$ cat src/rtl/game_pkg.sv
// rtl/game_pkg.sv - shared state encoding and default round constants for the score controller
package game_pkg;

   typedef enum logic [2:0] {
      ST_IDLE,
      ST_RUNNING,
      ST_PAUSED,
      ST_SCORING,
      ST_DONE
   } state_t;

   localparam int DEFAULT_TIME_LIMIT = 600;
   localparam int DEFAULT_GRACE      = 60;
   localparam int DEFAULT_MAX_SCORE  = 100;
   localparam int SCORE_DEN          = DEFAULT_TIME_LIMIT - DEFAULT_GRACE;

endpackage

$ cat src/rtl/score_divider.sv
// rtl/score_divider.sv - 16-cycle restoring divider, 16-bit numerator by 10-bit denominator
module score_divider #(
   parameter int QW = 7
) (
   input  logic          clk,
   input  logic          reset,
   input  logic          start,
   input  logic [15:0]   num,
   input  logic [9:0]    den,
   output logic          done,
   output logic [QW-1:0] quotient
);

   logic [15:0] quo;
   logic [9:0]  rem;
   logic [4:0]  cnt;
   logic        active;

   // quo shifts the numerator out MSB-first while quotient bits shift in at the LSB
   always_ff @(posedge clk) begin
      if (reset) begin
         quo    <= '0;
         rem    <= '0;
         cnt    <= '0;
         active <= 1'b0;
         done   <= 1'b0;
      end else begin
         done <= 1'b0;
         if (start) begin
            quo    <= num;
            rem    <= '0;
            cnt    <= 5'd16;
            active <= 1'b1;
         end else if (active) begin
            if ({rem, quo[15]} >= {1'b0, den}) begin
               rem <= 10'({rem, quo[15]} - {1'b0, den});
               quo <= {quo[14:0], 1'b1};
            end else begin
               rem <= {rem[8:0], quo[15]};
               quo <= {quo[14:0], 1'b0};
            end
            cnt <= cnt - 5'd1;
            if (cnt == 5'd1) begin
               active <= 1'b0;
               done   <= 1'b1;
            end
         end
      end
   end

   assign quotient = quo[QW-1:0];

endmodule

$ cat src/rtl/game_score_ctrl.sv
// rtl/game_score_ctrl.sv - round timer, state sequencing, scoring and best-score tracking
module game_score_ctrl
   import game_pkg::*;
#(
   parameter int TICKS_PER_SEC = 50_000_000,
   parameter int TIME_LIMIT    = DEFAULT_TIME_LIMIT,
   parameter int GRACE         = DEFAULT_GRACE,
   parameter int MAX_SCORE     = DEFAULT_MAX_SCORE
) (
   input  logic        clk,
   input  logic        reset,
   input  logic        start,
   input  logic        pause,
   input  logic        solved,
   input  logic        abort,
   output logic [10:0] timer,
   output logic [6:0]  score,
   output logic        score_valid,
   output logic [6:0]  best_score,
   output logic        running,
   output logic        busy,
   output logic        timed_out
);

   localparam int              PW         = $clog2(TICKS_PER_SEC);
   localparam logic [PW-1:0]   PRESC_LAST = PW'(TICKS_PER_SEC - 1);
   localparam logic [10:0]     LAST_SEC   = 11'(TIME_LIMIT - 1);
   localparam logic [10:0]     GRACE_T    = 11'(GRACE);
   localparam logic [9:0]      DEN        = 10'(TIME_LIMIT - GRACE);

   state_t        state, state_next;
   logic [PW-1:0] presc;
   logic          tick;
   logic          div_start;
   logic          div_done;
   logic [6:0]    div_q;
   logic [6:0]    score_new;
   logic [15:0]   num;

   assign tick      = (presc == PRESC_LAST);
   assign num       = (timer > GRACE_T) ? (16'(timer) - 16'(GRACE)) * 16'(MAX_SCORE) : 16'd0;
   assign score_new = 7'(MAX_SCORE) - div_q;
   assign running   = (state == ST_RUNNING) || (state == ST_PAUSED);
   assign busy      = (state == ST_SCORING);

   always_ff @(posedge clk) begin
      if (reset)
         state <= ST_IDLE;
      else
         state <= state_next;
   end

   // solved outranks the tick, so a coincident solve scores the pre-tick time
   always_comb begin
      state_next = state;
      div_start  = 1'b0;
      case (state)
         ST_IDLE, ST_DONE: begin
            if (start)
               state_next = ST_RUNNING;
         end
         ST_RUNNING: begin
            if (abort)
               state_next = ST_IDLE;
            else if (solved) begin
               state_next = ST_SCORING;
               div_start  = 1'b1;
            end else if (tick && (timer == LAST_SEC))
               state_next = ST_DONE;
            else if (pause)
               state_next = ST_PAUSED;
         end
         ST_PAUSED: begin
            if (abort)
               state_next = ST_IDLE;
            else if (!pause)
               state_next = ST_RUNNING;
         end
         ST_SCORING: begin
            if (abort)
               state_next = ST_IDLE;
            else if (div_done)
               state_next = ST_DONE;
         end
         default: state_next = ST_IDLE;
      endcase
   end

   always_ff @(posedge clk) begin
      if (reset) begin
         timer       <= '0;
         presc       <= '0;
         score       <= '0;
         score_valid <= 1'b0;
         best_score  <= '0;
         timed_out   <= 1'b0;
      end else begin
         score_valid <= 1'b0;
         case (state)
            ST_IDLE, ST_DONE: begin
               if (start) begin
                  timer     <= '0;
                  presc     <= '0;
                  timed_out <= 1'b0;
               end
            end
            ST_RUNNING: begin
               if (!abort && !solved) begin
                  if (tick) begin
                     presc <= '0;
                     timer <= timer + 11'd1;
                     if (timer == LAST_SEC) begin
                        score       <= '0;
                        score_valid <= 1'b1;
                        timed_out   <= 1'b1;
                     end
                  end else begin
                     presc <= presc + PW'(1);
                  end
               end
            end
            ST_SCORING: begin
               if (!abort && div_done) begin
                  score       <= score_new;
                  score_valid <= 1'b1;
                  if (score_new > best_score)
                     best_score <= score_new;
               end
            end
            default: ;
         endcase
      end
   end

   score_divider #(
      .QW(7)
   ) u_div (
      .clk      (clk),
      .reset    (reset),
      .start    (div_start),
      .num      (num),
      .den      (DEN),
      .done     (div_done),
      .quotient (div_q)
   );

endmodule

$ cat config.mk
export PLATFORM = sky130hd
export DESIGN_NAME = game_score_ctrl
export DESIGN_NICKNAME = d
export VERILOG_FILES = /design/src/rtl/game_pkg.sv /design/src/rtl/score_divider.sv /design/src/rtl/game_score_ctrl.sv
export SDC_FILE = /design/constraint.sdc
export NUM_CORES = 1
export LEC_CHECK = 0
export BUFFER_PORTS_ARGS = -buffer_cell sky130_fd_sc_hd__buf_2
export CORE_ASPECT_RATIO = 1.25
export CORE_MARGIN = 3
export CORE_UTILIZATION = 40
export CTS_BUF_LIST = sky130_fd_sc_hd__clkbuf_8
export CTS_CLUSTER_DIAMETER = 200
export CTS_CLUSTER_SIZE = 30
export DETAILED_ROUTE_END_ITERATION = 16
export PLACE_DENSITY = 0.68
export SYNTH_ARGS = -nofsm -noshare
export SYNTH_HDL_FRONTEND = slang
export SYNTH_HIERARCHICAL = 1
export SYNTH_SLANG_ARGS = --single-unit
export TNS_END_PERCENT = 10
$ cat constraint.sdc
create_clock -name clk -period 7.55 [get_ports clk]
set_clock_uncertainty 0.15 [all_clocks]
set_input_delay 0.3775 -clock clk [delete_from_list [all_inputs] [get_ports clk]]
set_output_delay 0.3775 -clock clk [all_outputs]
set_load 0.01 [all_outputs]
==> flow_metrics.tcl <==
set metrics [dict create \
    synth.cell_area_um2 6186 \
    clk_latency_ns 0.38 \
    antenna_cells 0 \
    io_buffers 34 \
    cts_resized 0 \
    cp_data_arrival_time_ns 4.57 \
    dr.pass1.iters 4 \
    hpwl_um 9157 \
    synth_area_leaders "dfxtp_1, ha_1, nor2_1" \
    place_area_um2 6457 \
    wl_per_cell_um 12.60 \
    ff2ff_path_depth 17 \
    start_kind "flop" \
    post_cts_buffers 0 \
    endpoint "u_div/quo[15]" \
    die_area_um2 17000 \
    finalHoldViolCount 0 \
    setup-violations-final 0 \
    postRouteWirelength_um 12390 \
    yosys_warnings 6 \
    max_freq_ghz 0.2226 \
    antenna_found_initial 0 \
    fin_util_pct 44.17 \
    gp_congestion 0.7890 \
    ir_drop_mv 0.1141 \
    grt_pass1_vias 4672 \
    fp.dieW_um 117.2 \
    instances_no_fill 983 \
    h-tree-depth 3 \
    grt-ovfl-total 0 \
    clkSlewWorstSetupHoldPaths_ns 0.09 \
    slew_violations 0 \
    area_delta_synth_final_pct 7.646 \
    fin_area_um2 6659 \
    status "completed" \
    ys.flop_type "dfxtp_1" \
    ctsRootBufferMaster "clkbuf_8" \
    drive_gt1_share_pct 9.548 \
    worst_slew_pin_slew_ns 0.8224 \
    rr_startpoint "timer[2]" \
    worstHoldPathType "in2reg" \
    clock_path_buffers 2 \
    synth_edf_count 0 \
    p_leak_nw 2.703 \
    rsz0062_at_grt "false" \
    setup_tns_ns 0 \
    crit_start "timer[2]" \
    crit_top_cell "ha_1" \
    final_cell_mix "nor2_1, dfxtp_1, inv_1" \
    r2r_slack_ns 3.06 \
    postCtsHoldBufs 0 \
    route.antenna.remaining_nets 0 \
    min_period_ns 4.493 \
    mostFrequentLayoutCell "nor2_1" \
    start_util_pct 41.03 \
    path_max_fanout 9 \
    nets 839 \
    die_h_um 145.0 \
    p_per_area_nw_per_um2 145.3 \
    ys_seq_area_share_pct 28.80 \
    cap_violations 0 \
    worst_slack_ns 3.057 \
    synth_top_area_share_pct 28.80 \
    viasPerCell 4.995 \
    place_inst 967 \
    min_from "solved" \
    crit_path_end_kind "flop" \
    cts-buffers-inserted 9 \
    reg2reg_to "u_div/quo[15]" \
    num_vias 4910 \
    cts_tree "built" \
    core-area_um2 15080 \
    required_ns 7.62 \
    rows 50 \
    dpl_worst_slack_ns 3.068 \
    cts_sinks 89 \
    synth_area_leader_cell "dfxtp_1" \
    fillers 1495 \
    io_pins 35 \
    slew_headroom_pct 45.17 \
    track_usage_pct 15.07 \
    max_stage_delay_ns 0.52 \
    syn_inst 755 \
    ys_ff_latch 89 \
    grt_max_degree 43 \
    drt-initial-drc-count 183 \
    path_cells "ha_1 -> and3_1 -> xnor2_1 -> ha_1 -> ha_1 -> inv_1 -> fa_1 -> inv_1 -> ha_1 -> a21oi_1 -> nand2_1 -> and3_1 -> a221o_1 -> xnor3_1 -> nor2_1 -> a21oi_1 -> nor2_1" \
    cp_slowest_cell "dfxtp_1" \
    ys_types 72 \
    drc 0 \
    syn_area_per_cell_um2 8.193 \
    grt_pass1_wl_um 21600 \
    path_class "reg2reg" \
    fin_crit_sh_pct 59.51 \
    async_flop_share_pct 0 \
]
final cells by class:
cell class	instances	area [um^2]	share of cell area, %
Sequential cell	89	1782	26.76
Clock inverter	7	77.57	1.165
Clock buffer	9	123.9	1.860
Tap cell	208	260.3	3.908
Multi-Input combinational cell	570	3986	59.86
Inverter	63	236.5	3.551
Timing Repair Buffer	37	192.7	2.894
synthesized netlist by cell type, drive strengths merged, types with 3 or more instances:
| cell type | instances |
|---|---|
| or4b | 3 |
| fa | 9 |
| or3 | 4 |
| or4 | 4 |
| ha | 54 |
| dfxtp | 89 |
| nor3b | 5 |
| a31oi | 4 |
| a211oi | 8 |
| nand4 | 21 |
| and2 | 4 |
| o21ai | 20 |
| a21oi | 48 |
| nand2 | 34 |
| buf | 15 |
| xor2 | 25 |
| nor4 | 5 |
| a21o | 8 |
| nand3 | 23 |
| nand3b | 3 |
| clkbuf | 28 |
| or2 | 4 |
| nand2b | 11 |
| nor2b | 9 |
| o211ai | 6 |
| inv | 63 |
| o21a | 5 |
| nor2 | 120 |
| mux2i | 31 |
| and3 | 5 |
| a311oi | 3 |
| nor3 | 19 |
| xnor2 | 38 |
where the power goes:
part | leakage [nW] | switching (mW) | internal, mW | total, mW
Clock | 0.106 | 0.181 | 0.156 | 0.337
Sequential | 0.718 | 0.0144 | 0.479 | 0.493
Combinational | 1.88 | 0.0846 | 0.0522 | 0.137
per-layer routing:
layer | wire length, um | vias to the layer above | share of wire (%) | GRT usage [%]
li1 | - | 2592 | - | -
met1 | 5812 | 2252 | 47 | 19.76
met2 | 6046 | 54 | 49 | 24.89
met3 | 358 | 12 | 2.9 | 2.378
met4 | 169 | 0 | 1.4 | 4.991
met5 | 0 | - | 0 | 0
worst max-delay path, delay by kind of cell (launching register included):
family / cells / cell delay [ns]
xor+xnor: 2 / 0.60
simple gates: 5 / 0.63
compound gates: 3 / 0.61
buf+inv: 2 / 0.09
flops: 1 / 0.52
fa+ha+maj: 5 / 1.74
kinds of logic (layout without fill, tap and decap cells):
| logic type | count (synthesis) | count (layout) | share of synthesized area [%] |
|---|---|---|---|
| multiplexers | 31 | 31 | 5.016 |
| AND/OR/NAND/NOR | 281 | 281 | 22.53 |
| buffers and inverters | 106 | 116 | 7.363 |
| other | 2 | 12 | 0.1214 |
| XOR/XNOR | 64 | 64 | 9.284 |
| flip-flops | 89 | 89 | 28.80 |
| adder cells (fa/ha/maj) | 63 | 63 | 13.83 |
| AO/OA/AOI/OAI | 119 | 119 | 13.05 |
through the flow:
stage	power, mW	hold slack [ns]
floorplan	0.6124	0.3035
global placement	0.6389	0.2910
detailed placement	0.6404	0.2972
CTS	0.9798	0.1986
global route	1.016	0.2358
finish	0.9675	0.2121
registers in the layout, indices dropped and copies added, names as in the netlist:
signal,flops
presc,26
u_div/quo,16
timer,11
u_div/rem,10
best_score,7
score,7
u_div/cnt,5
state,3
score_valid,1
timed_out,1
u_div/active,1
u_div/done,1
worst min path at each step:
stage                to  cells past startpoint
2_1_floorplan  presc[6]                      2
3_3_place_gp   score[3]                      2
3_5_place_dp   score[3]                      2
4_1_cts        state[0]                      3
5_1_grt        state[0]                      3
6_report       state[0]                      3
No activity file was read; power rests on OpenSTA's default activity.
